## src/rtl/input_cond_pkg.sv

```systemverilog
// Shared types for the input conditioner: per-channel edge mode encoding
// and the helper that says which modes take part in hold-to-repeat.
package input_cond_pkg;

    typedef enum logic [1:0] {
        EDGE_LEVEL = 2'b00,
        EDGE_RISE  = 2'b01,
        EDGE_FALL  = 2'b10,
        EDGE_BOTH  = 2'b11
    } edge_mode_e;

    function automatic logic repeat_capable(input edge_mode_e m);
        return (m == EDGE_RISE) || (m == EDGE_BOTH);
    endfunction

endpackage

```

## src/rtl/input_cond_channel.sv

```systemverilog
// One conditioner channel: synchroniser chain, debouncer, edge detector and
// hold-to-repeat generator feeding a single event output.
module input_cond_channel
    import input_cond_pkg::*;
#(
    parameter int SYNC_STAGES   = 2,
    parameter int DB_CYCLES     = 4,
    parameter int REPEAT_DELAY  = 16,
    parameter int REPEAT_PERIOD = 8
) (
    input  logic       clk,
    input  logic       nRst,
    input  logic       raw,
    input  logic [1:0] mode,
    input  logic       repeat_en,
    output logic       level,
    output logic       evt
);

    localparam int DBW  = $clog2(DB_CYCLES + 1);
    localparam int RMAX = (REPEAT_DELAY > REPEAT_PERIOD) ? REPEAT_DELAY : REPEAT_PERIOD;
    localparam int RCW  = $clog2(RMAX + 1);
    localparam logic [DBW-1:0] DB_LAST  = DBW'(DB_CYCLES - 1);
    localparam logic [RCW-1:0] DELAY_V  = RCW'(REPEAT_DELAY);
    localparam logic [RCW-1:0] PERIOD_V = RCW'(REPEAT_PERIOD);

    logic [SYNC_STAGES-1:0] sync_q;
    logic                   synced;
    logic                   stable_q;
    logic                   prev_q;
    logic [DBW-1:0]         db_cnt;
    logic [RCW-1:0]         rcnt;
    logic                   rep_phase;
    edge_mode_e             mode_e;
    logic                   rise;
    logic                   fall;
    logic                   rep_run;
    logic                   rep_hit;

    assign synced = sync_q[SYNC_STAGES-1];
    assign level  = stable_q;

    always_ff @(posedge clk or negedge nRst) begin
        if (!nRst) begin
            sync_q <= '0;
        end else begin
            sync_q <= {sync_q[SYNC_STAGES-2:0], raw};
        end
    end

    // A new level is accepted only after DB_CYCLES consecutive mismatching samples.
    always_ff @(posedge clk or negedge nRst) begin
        if (!nRst) begin
            stable_q <= 1'b0;
            prev_q   <= 1'b0;
            db_cnt   <= '0;
        end else begin
            prev_q <= stable_q;
            if (synced == stable_q) begin
                db_cnt <= '0;
            end else if (db_cnt == DB_LAST) begin
                stable_q <= synced;
                db_cnt   <= '0;
            end else begin
                db_cnt <= db_cnt + DBW'(1);
            end
        end
    end

    // rcnt counts cycles of the current repeat run; rep_phase marks that the
    // initial delay has elapsed so later pulses use the shorter period.
    always_ff @(posedge clk or negedge nRst) begin
        if (!nRst) begin
            rcnt      <= '0;
            rep_phase <= 1'b0;
        end else if (!rep_run) begin
            rcnt      <= '0;
            rep_phase <= 1'b0;
        end else if (rep_hit) begin
            rcnt      <= RCW'(1);
            rep_phase <= 1'b1;
        end else begin
            rcnt <= rcnt + RCW'(1);
        end
    end

    always_comb begin
        mode_e  = edge_mode_e'(mode);
        rise    = stable_q & ~prev_q;
        fall    = ~stable_q & prev_q;
        rep_run = stable_q & repeat_en & repeat_capable(mode_e);
        rep_hit = rep_phase ? (rcnt == PERIOD_V) : (rcnt == DELAY_V);
        evt     = 1'b0;
        case (mode_e)
            EDGE_LEVEL: evt = stable_q;
            EDGE_RISE:  evt = rise;
            EDGE_FALL:  evt = fall;
            EDGE_BOTH:  evt = rise | fall;
            default:    evt = 1'b0;
        endcase
        evt = evt | (rep_run & rep_hit);
    end

endmodule

```

## src/rtl/input_conditioner.sv

```systemverilog
// N-channel game-control front end: one conditioner per raw input plus an
// OR-reduced "something happened" flag for the game FSM.
module input_conditioner
    import input_cond_pkg::*;
#(
    parameter int NCH           = 7,
    parameter int SYNC_STAGES   = 2,
    parameter int DB_CYCLES     = 4,
    parameter int REPEAT_DELAY  = 16,
    parameter int REPEAT_PERIOD = 8
) (
    input  logic             clk,
    input  logic             nRst,
    input  logic [NCH-1:0]   raw_i,
    input  logic [2*NCH-1:0] mode_i,
    input  logic [NCH-1:0]   repeat_en_i,
    output logic [NCH-1:0]   level_o,
    output logic [NCH-1:0]   event_o,
    output logic             any_event_o
);

    for (genvar k = 0; k < NCH; k++) begin : g_ch
        input_cond_channel #(
            .SYNC_STAGES  (SYNC_STAGES),
            .DB_CYCLES    (DB_CYCLES),
            .REPEAT_DELAY (REPEAT_DELAY),
            .REPEAT_PERIOD(REPEAT_PERIOD)
        ) u_ch (
            .clk      (clk),
            .nRst     (nRst),
            .raw      (raw_i[k]),
            .mode     (mode_i[2*k +: 2]),
            .repeat_en(repeat_en_i[k]),
            .level    (level_o[k]),
            .evt      (event_o[k])
        );
    end

    assign any_event_o = |event_o;

endmodule
```

## config.mk

```make
export PLATFORM = sky130hd
export DESIGN_NAME = input_conditioner
export DESIGN_NICKNAME = d
export VERILOG_FILES = /design/src/rtl/input_cond_pkg.sv /design/src/rtl/input_cond_channel.sv /design/src/rtl/input_conditioner.sv
export SDC_FILE = /design/constraint.sdc
export NUM_CORES = 1
export LEC_CHECK = 0
export ABC_AREA = 1
export CAP_MARGIN = 5
export CORE_MARGIN = 5
export CORE_UTILIZATION = 49
export CTS_CLUSTER_DIAMETER = 80
export DETAILED_ROUTE_END_ITERATION = 12
export GPL_TIMING_DRIVEN = 0
export PLACE_DENSITY_LB_ADDON = 0.3
export SLEW_MARGIN = 20
export SYNTH_ARGS = -nofsm -noshare
export SYNTH_HDL_FRONTEND = slang
export SYNTH_SLANG_ARGS = --single-unit
```

## constraint.sdc

```tcl
create_clock -name clk -period 3.9 [get_ports clk]
set_clock_uncertainty 0.1 [all_clocks]
set_input_delay 0.585 -clock clk [delete_from_list [all_inputs] [get_ports clk]]
set_output_delay 0.585 -clock clk [all_outputs]
set_load 0.01 [all_outputs]
```

# [Yosys cells after proc, flatten, opt, wreduce, memory -nomap -nowiden]
# Index checks and enable logic that the tools add are counted.
# Widths: inputs -> output; s select.
[op_classes] addsub=14 n_eq_ne=56 muxes=56 bitwise_logic=70 n_reduce_logical=22
[ops] op="$mux 5" count=14
[ops] op="$mux 3" count=14
[ops] op="$add 5x1->5 const B" count=7
[ops] op="$and 1x1->1" count=35
[ops] op="$eq 5x4->1 const B" count=7
[ops] op="$eq 5x5->1 const B" count=7
[ops] op="$eq 2x2->1 const B" count=14
[ops] op="$pmux 1 s4" count=7
[ops] op="$add 3x1->3 const B" count=7
[ops] op="$eq 3x2->1 const B" count=7
[ops] op="$mux 1" count=21
[ops] op="$not 1->1" count=21
[ops] op="$eq 2x1->1 const B" count=7
[ops] op="$logic_not 2->1" count=7
[ops] op="$ne 2x2->1 const B" count=7
[ops] op="$or 1x1->1" count=14
[ops] op="$reduce_and 2->1" count=7
[ops] op="$eq 1x1->1" count=7
[ops] op="$logic_or 1x1->1" count=7
[ops] op="$reduce_or 7->1" count=1
[word_totals] reg_bits=91 inputBits=30

# [Logic depth before layout (Yosys ltp)]
# Gate-level depths: netlist of run 1.
[depth] depth_word=6 ltp_mapped=11

# [Cells and area by module]
# From an unflattened synthesis of run 1, not the netlist that was laid out.
[hier_totals] cells_unflattened=467 area_unflattened_um2=4354.2
[by_module_without_submodules] module="input_cond_channel" instances=7 cells_each=65 area_per_inst_um2=615.6 seq_area_each_um2=325.3
[by_module_without_submodules] module="input_conditioner" instances=1 cells_each=12 area_per_inst_um2=45.0 seq_area_each_um2=0.0

# [Worst setup path after synthesis of run 1]
# OpenSTA, ideal clock, no wires.
[synth_path] kind="register -> output" from="register g_ch[0].u_ch.stable_q" to="output port any_event_o" arrival_ps=1209 slack_ps=2006 path_stages_with_launch=9 n_path_buf=0 path_cell_list="dfrtp_1 > ha_1 > inv_1 > nand2_1 > nand3_1 > nand2_1 > nand2_2 > nor3_2 > nand2_1"
[synth_between] elab_chain_len=6 elab_cells_between_ends=10 cone_classes="mux: 1; bitwise: 8; reduce/logical: 1"
[synth_lines] element="from (decl)" line_no="input_cond_channel.sv:29" rtl="logic stable_q;"
[synth_lines] element="from (signal assigned)" line_no="input_cond_channel.sv:62" rtl="stable_q <= synced;"
[synth_lines] element="$not 1->1" line_no="input_cond_channel.sv:90" rtl="fall = ~stable_q & prev_q;"
[synth_lines] element="$and 1x1->1" line_no="input_cond_channel.sv:90"
[synth_lines] element="$or 1x1->1" line_no="input_cond_channel.sv:98" rtl="EDGE_BOTH: evt = rise | fall;"
[synth_lines] element="$pmux 1 s4" line_no="input_cond_channel.sv:94" rtl="case (mode_e)"
[synth_lines] element="$or 1x1->1 (*)" line_no="input_cond_channel.sv:101" rtl="evt = evt | (rep_run & rep_hit);"
[synth_lines] element="named net g_ch[0].u_ch.evt" line_no="input_cond_channel.sv:17" rtl="output logic evt"
[synth_lines] element="$reduce_or 7->1 (*)" line_no="input_conditioner.sv:39" rtl="assign any_event_o = |event_o;"
[synth_lines] element="to (decl)" line_no="input_conditioner.sv:19" rtl="output logic any_event_o"
# The timed path passes the listed nets; every way through them passes the cells marked *.

# [Final worst setup path of run 1]
[layout_path] from="input port mode_i[10]" to="output port any_event_o"
[layout_between] elab_chain_len=6 elab_cells_between_ends=10 cone_classes="eq/ne: 3; mux: 1; bitwise: 3; reduce/logical: 3"
[layout_lines] element="from (decl)" line_no="input_conditioner.sv:15" rtl="input logic [2*NCH-1:0] mode_i,"
[layout_lines] element="$eq 2x1->1 or $eq 2x2->1 (tied branches)" line_no="input_cond_pkg.sv:13, input_cond_channel.sv:94"
[layout_lines] element="$logic_or 1x1->1" line_no="input_cond_pkg.sv:13" rtl="return (m == EDGE_RISE) || (m == EDGE_BOTH);"
[layout_lines] element="$and 1x1->1" line_no="input_cond_channel.sv:91" rtl="rep_run = stable_q & repeat_en & repeat_capable(mode_e);"
[layout_lines] element="$and 1x1->1" line_no="input_cond_channel.sv:101"
[layout_lines] element="$or 1x1->1 (*)" line_no="input_cond_channel.sv:101"
[layout_lines] element="$reduce_or 7->1 (*)" line_no="input_conditioner.sv:39"
# Every way passes the cells marked *; elsewhere a longest branch is shown, timed or not.

==> results of run 1 <==
[metrics by stage]
stage / utilization (%) / cell area (um2)
after floorplan: - / 4478
after global placement: 57.39 / 5054
after detailed placement: 57.67 / 5079
after CTS: 60.20 / 5301
after global routing: 60.20 / 5301
final: 60.20 / 5301
[worst max-delay path: cells and delay by family]
family	cells	cell delay [ns]
simple gates	5	0.62
buf+inv	3	1.12
[worst paths after layout]
path,startpoint,slack (ns),to
worst max-delay path,mode_i[10],0.89,any_event_o
worst min-delay path,nRst,0.15,g_ch[3].u_ch.rcnt[4]
worst max register to register,g_ch[1].u_ch.rcnt[0],2.45,g_ch[1].u_ch.rcnt[4]
worst min register to register,g_ch[6].u_ch.sync_q[0],0.25,g_ch[6].u_ch.sync_q[1]
max in group asynchronous,nRst,2.92,g_ch[0].u_ch.rcnt[3]
min in group clk,g_ch[6].u_ch.sync_q[0],0.25,g_ch[6].u_ch.sync_q[1]
[where the power goes]
group	switching, mW	leakage (nW)	internal, mW
Combinational	0.426	1.28	0.448
Sequential	0.140	1.18	1.09
Clock	0.310	0.116	0.367
Total	0.876	2.58	1.91
[cell usage after synthesis, drive strengths merged (6+ instances only)]
cell | number | area (um2)
nor3b | 6 | 45.04
inv | 89 | 334.1
nor3 | 9 | 50.05
dfrtp | 91 | 2277
nand3 | 33 | 185.2
nor2 | 72 | 292.8
nand2 | 77 | 301.5
xnor2 | 14 | 122.6
xor2 | 14 | 122.6
o21ai | 12 | 63.81
ha | 35 | 437.9
a21oi | 16 | 83.83
buf | 14 | 105.1
[state kept, by name (all words and copies together), names as in the netlist]
register	flops
g_ch.u_ch.level	7
g_ch.u_ch.rcnt	35
g_ch.u_ch.prev_q	7
g_ch.u_ch.db_cnt	21
g_ch.u_ch.sync_q	14
g_ch.u_ch.rep_phase	7
[cell families (layout without fill, tap and decap cells)]
family / count (synthesis) / after routing / share of synthesized area [%]
buffers and inverters: 103 / 164 / 9.807
adder cells (fa/ha/maj): 35 / 35 / 9.779
XOR/XNOR: 28 / 28 / 5.476
AND/OR/NAND/NOR: 200 / 200 / 19.95
flip-flops: 91 / 91 / 50.85
AO/OA/AOI/OAI: 33 / 33 / 4.135
[cell type report]
cell class                      count  area, um2
Sequential cell                    91       2277
Buffer                             14      105.1
Clock inverter                      3      43.79
Timing Repair Buffer               45      465.4
Multi-Input combinational cell    296       1762
Fill cell                         754       3505
Clock buffer                       13      178.9
Inverter                           89      334.1
Tap cell                          108      135.1
[routing by layer]
metal | global-route usage, % | up-vias
met5 | 0 | -
met4 | 5.920 | 0
met3 | 3.178 | 11
met2 | 23.50 | 41
met1 | 17.67 | 1464
li1 | - | 1603
==> results.md, run 1 <==
- Vias in the first global route: 3123
- Post-synth top flop: dfrtp_1
- Post-Layout Cell Count: 659
- Die Span X: 105.6 um
- Number of port buffers: 44
- Hold WS: 0.1453 ns
- Hold crit path type: primary input to asynchronous set/reset pin
- Routed vias: 3119
- Met3 Routed Length: 259 um
- Crit end category: output pin
- Power per cell area: 525.0 nW/um2
- H-tree Lvls: 3
- Latest clock arrival within the worst-skew pair: 0.34 ns
- CP max stage cell: clkdlybuf4s50_1
- Area of the die: 11150 um2
- Cell count after synthesis: 490
- TritonRoute pass-1 iters: 4
- Worst VDD drop: 0.0002914 V
- Clk sinks: 91
- N_diodes: 0
- Most frequent cells in the layout: 91 x dfrtp_1, 81 x inv_1, 72 x nand2_1, 65 x nor2_1, 43 x clkdlybuf4s50_1
- Total CTS buffers: 9
- Final setup margin: 0.8878 ns
- Top-Level Pins: 45
- Gpl congestion: 0.7665
- CTS Hold Bufs: 0
- R2R depth: 8
- Synthesis Warnings: 0
- Total congestion overflow: 0
- Tot GR Track Use: 14.07%
- Post-layout min period: 3.012 ns
- Row cnt: 34
- Actual slew at the worst max-slew pin: 0.6065 ns
- Starting Density: 50.85%
- Crit path required time: 3.21 ns
- Ys async rst share: 100.0%
- Cell variety after synth: 25
- Highest metal used: met4
- CTS tree: yes
- Slew headroom: 59.56%
- Max cap viols: 0
- Nets: 611
- Commonest non-fill, non-tap cell in the layout: dfrtp_1
- DP Cell Count: 643
- CTS root buffer: clkbuf_8
- Max incr delay on CP: 0.54 ns
- Metal-1 WL: 3299 um
- Status: completed
- Mapped Avg Cell Area: 9.139 um2
- Place WS: 0.8978 ns
- Post-DP HPWL: 5440 um
- Initial antenna violation count: 0
- CTS Buffer Depth: 2
- Core ar.: 8806 um2
- Post-route ant nets: 0
- Synth Cell Area: 4478 um2
- Leak: 2.579 nW
- Arr. time, crit path: 2.33 ns
- Seq cells post-synth: 91
- First-pass GRT wire length: 13030 um
- Synth-to-Final Area Change: 18.38%
- Fmax: 332.0 MHz
- Final period util: 77.24%
- Share of post-route cells with drive strength above 1: 10.71%
- Post-CTS Setup Inserts: 0
- Die H: 105.6 um
- TNS Setup: 0 ns
- Post-synth EDFFs: 0
- Seq/Total Area, Yosys: 50.85%
- Total Power: 2.783 mW
- DRC Markers: 0
- Critical path peak fanout: 3
- Largest net degree at the start of global routing: 48
- DR vias/cell: 4.733
- RSZ-0062 raised after global routing: no
- Cts repair resizes: 0
- Met2 wire length: 3352 um
- # setup viols final: 0
- Startpoint class of the critical path: primary input
- WL final: 7035 um
- Setup CP Type: primary input to output pin
- Final max-slew violation count: 0
- Starting DRC count in detailed routing: 108
- Crit-path cells: clkdlybuf4s50_1, inv_1, nor2_2, nand4_1, nand4_1, nor2_1, nand2_1, clkdlybuf4s50_1
- CTS clk-pin slew, worst paths: 0.09 ns
- Syn nets: 555
- Routed wire length per instance: 10.68 um
- Final Hold Viols: 0
Note: power is estimated with default switching activity, not from simulation.
==> run 2, diff against run 1 <==
==> constraint.sdc (replaced) <==
create_clock -name clk -period 3.1 [get_ports clk]
set_clock_uncertainty 0.1 [all_clocks]
set_input_delay 0.465 -clock clk [delete_from_list [all_inputs] [get_ports clk]]
set_output_delay 0.465 -clock clk [all_outputs]
set_load 0.01 [all_outputs]
==> results of run 2 <==
Same layout as run 1 (identical final DEF). Status: completed.
Among the figures that moved: setup slack after placement 0.8978 ns -> 0.3378 ns; setup slack after layout 0.8878 ns -> 0.2965 ns; hold slack 0.1453 ns -> 0.02532 ns; start point of the critical path mode_i[10] -> g_ch[5].u_ch.level; register-to-register setup slack 2.45 ns -> 1.65 ns; total power 2.783 mW -> 3.501 mW; worst IR drop on VDD 0.0002914 V -> 0.0003665 V
==> run 3, diff against run 2 <==
--- a/config.mk
+++ b/config.mk
@@ -11,7 +11,6 @@
 export CORE_UTILIZATION = 49
 export CTS_CLUSTER_DIAMETER = 80
 export DETAILED_ROUTE_END_ITERATION = 12
-export GPL_TIMING_DRIVEN = 0
 export PLACE_DENSITY_LB_ADDON = 0.3
 export SLEW_MARGIN = 20
 export SYNTH_ARGS = -nofsm -noshare
==> constraint.sdc (replaced) <==
create_clock -name clk -period 3.1 [get_ports clk]
set_clock_uncertainty 0.1 [all_clocks]
set_input_delay 0.62 -clock clk [delete_from_list [all_inputs] [get_ports clk]]
set_output_delay 0.62 -clock clk [all_outputs]
set_load 0.01 [all_outputs]
==> results.md, run 3 (synthesis results as in run 1) <==
- Clk network pwr share: 26.3% (was 24.3%)
- Most frequent cells in the layout: 91 x dfrtp_1, 81 x inv_1, 72 x nand2_1, 64 x nor2_1, 42 x clkdlybuf4s50_1 (was 91 x dfrtp_1, 81 x inv_1, 72 x nand2_1, 65 x nor2_1, 43 x clkdlybuf4s50_1)
- Die Span X: 105.6 um (unchanged)
- Latest clock arrival within the worst-skew pair: 0.35 ns (was 0.34 ns)
- Met2 Resource Use GR: 24.59% (was 23.50%)
- Max cap viols: 0 (unchanged)
- RSZ-0062 raised after global routing: no (unchanged)
- Crit end category: output pin (unchanged)
- Total CTS buffers: 9 (unchanged)
- Post-CTS Setup Inserts: 0 (unchanged)
- Number of flip-flops in the largest register: 35 (unchanged)
- Switch share: 32.22% (was 31.47%)
- Starting DRC count in detailed routing: 88 (was 108)
- Pint: 2.348 mW (was 2.399 mW)
- Final max-slew violation count: 0 (unchanged)
- Actual slew at the worst max-slew pin: 0.5271 ns (was 0.6065 ns)
- Worst VDD drop: 0.0003654 V (was 0.0003665 V)
- Fmax: 342.7 MHz (was 356.7 MHz)
- Slew headroom: 64.86% (was 59.56%)
- DRC Markers: 0 (unchanged)
- Post-DP HPWL: 5530 um (was 5440 um)
- DR vias/cell: 4.768 (was 4.733)
- Most crowded layer after global routing: met2 (unchanged)
- Top-Level Pins: 45 (unchanged)
- Number of port buffers: 44 (unchanged)
- CTS Buffer Depth: 2 (unchanged)
- # setup viols final: 0 (unchanged)
- Total congestion overflow: 0 (unchanged)
- Setup CP Type: primary input to output pin (was register to output pin)
- Met3 Use GR: 4.218% (was 3.178%)
- H-tree Lvls: 3 (unchanged)
- Synth-to-Final Area Change: 16.40% (was 18.38%)
- R2R depth: 8 (unchanged)
- Post-layout min period: 2.918 ns (was 2.803 ns)
- CTS tree: yes (unchanged)
- Routed wire length per instance: 11.32 um (was 10.68 um)
- Sequential power share: 44.6% (was 44.3%)
- Critical path peak fanout: 3 (was 7)
- Share of post-route cells with drive strength above 1: 8.736% (was 10.71%)
- Gpl congestion: 0.7877 (was 0.7665)
- Area of the die: 11150 um2 (unchanged)
- Status: completed (unchanged)
- Largest net degree at the start of global routing: 54 (was 48)
- Vias in the first global route: 3102 (was 3123)
- DP Cell Count: 630 (was 643)
- Startpoint class of the critical path: primary input (was register)
- Top flop regs: g_ch.u_ch.rcnt: 35 flops, g_ch.u_ch.db_cnt: 21 flops, g_ch.u_ch.sync_q: 14 flops (unchanged)
- TritonRoute pass-1 iters: 4 (unchanged)
- Nets: 598 (was 611)
- Tot GR Track Use: 14.40% (was 14.07%)
- Combinational share of power: 29.0% (was 31.4%)
- CTS clk-pin slew, worst paths: 0.08 ns (was 0.09 ns)
- Post-route ant nets: 0 (unchanged)
- N_diodes: 0 (unchanged)
- Clk sinks: 91 (unchanged)
- Initial antenna violation count: 0 (unchanged)
- Die H: 105.6 um (unchanged)
- Arr. time, crit path: 2.20 ns (was 2.24 ns)
- Hold WS: 0.1339 ns (was 0.02532 ns)
- Row cnt: 34 (unchanged)
- Largest Register: g_ch.u_ch.rcnt (unchanged)
- Power per cell area: 664.5 nW/um2 (was 660.5 nW/um2)
- Routed vias: 3080 (was 3119)
- Finished Cell Area: 5213 um2 (was 5301 um2)
- First-pass GRT wire length: 13300 um (was 13030 um)
- Net Switching: 1.116 mW (was 1.102 mW)
- Crit path required time: 2.38 ns (was 2.53 ns)
- TNS Setup: 0 ns (unchanged)
- Core ar.: 8806 um2 (unchanged)
- Starting Density: 50.85% (unchanged)
- Commonest non-fill, non-tap cell in the layout: dfrtp_1 (unchanged)
- Final Hold Viols: 0 (unchanged)
- Placed Area: 4974 um2 (was 5079 um2)
- CTS root buffer: clkbuf_8 (unchanged)
- Leak: 2.517 nW (was 2.579 nW)
- Final period util: 94.14% (was 90.43%)
- WL final: 7314 um (was 7035 um)
- Hold crit path type: primary input to asynchronous set/reset pin (unchanged)
- Post-Layout Cell Count: 646 (was 659)
- Met1 Usage GRT: 17.37% (was 17.67%)
## run 3: cell types whose count changed in the layout (fill, tap and decap cells not counted)
| cell | change |
|---|---|
| clkdlybuf4s50_1 | -1 |
| buf_16 | -1 |
| nor2_2 | +1 |
| dlymetal6s2s_1 | +1 |
| bufinv_16 | +1 |
| buf_12 | +1 |
| buf_4 | -13 |
| inv_6 | +1 |
| clkbuf_8 | -2 |
| nor2_1 | -1 |
## run 3: power groups by stage
stage | Clock, mW | Sequential, mW | Combinational, mW
floorplan | 0 | 1.52 | 0.759
global placement | 0 | 1.56 | 0.975
detailed placement | 0 | 1.57 | 1.02
CTS | 0.944 | 1.55 | 1.03
global route | 0.996 | 1.58 | 1.17
finish | 0.912 | 1.55 | 1.01
## run 3: repair_timing
item,CTS,global route
hold buffers,0,0
resized for setup,0,2
endpoints found under the setup margin,0,1
## run 3: worst paths after layout
kind / start / to / slack [ns]
hold reg to reg: g_ch[3].u_ch.sync_q[0] / g_ch[3].u_ch.sync_q[1] / 0.26
max in group asynchronous: nRst / g_ch[0].u_ch.sync_q[1] / 2.10
hold / removal: nRst / g_ch[3].u_ch.rep_phase / 0.13
setup reg to reg: g_ch[3].u_ch.rcnt[0] / g_ch[3].u_ch.rcnt[3] / 1.65
setup / recovery: mode_i[8] / event_o[4] / 0.18
min in group clk: g_ch[3].u_ch.sync_q[0] / g_ch[3].u_ch.sync_q[1] / 0.26
## run 3: area by class of cell
| cell class | instances | area, um2 |
|---|---|---|
| tap | 108 | 135.1 |
| fill | 726 | 3593 |
| multi-input combinational | 296 | 1764 |
| inverter | 89 | 334.1 |
| clock inverter | 5 | 82.58 |
| timing repair buffer | 46 | 467.9 |
| sequential | 91 | 2277 |
| clock buffer | 11 | 151.4 |
## run 3: layer usage
layer	part of all wire, %	vias to the layer above	wire length [um]
met5	0	-	0
met4	1.5	0	111
met3	4.3	8	313
met2	48	48	3480
met1	47	1444	3409
li1	-	1580	-
## run 3: per-stage QoR
stage / util (%) / worst slack, ns / power [mW]
6_report: 59.19 / 0.1816 / 3.464
5_1_grt: 59.19 / 0.06974 / 3.745
4_1_cts: 59.14 / 0.03458 / 3.522
3_5_place_dp: 56.48 / 0.04801 / 2.594
3_3_place_gp: 56.48 / 0.06512 / 2.537
2_1_floorplan: - / 1.171 / 2.283
## run 3: critical path: stages
cell and delay (ns):
clkdlybuf4s50_1 0.50, inv_1 0.08, nor2_1 0.15, nand3_1 0.12
buf_4 0.15, nand2_1 0.05, clkdlybuf4s50_1 0.53
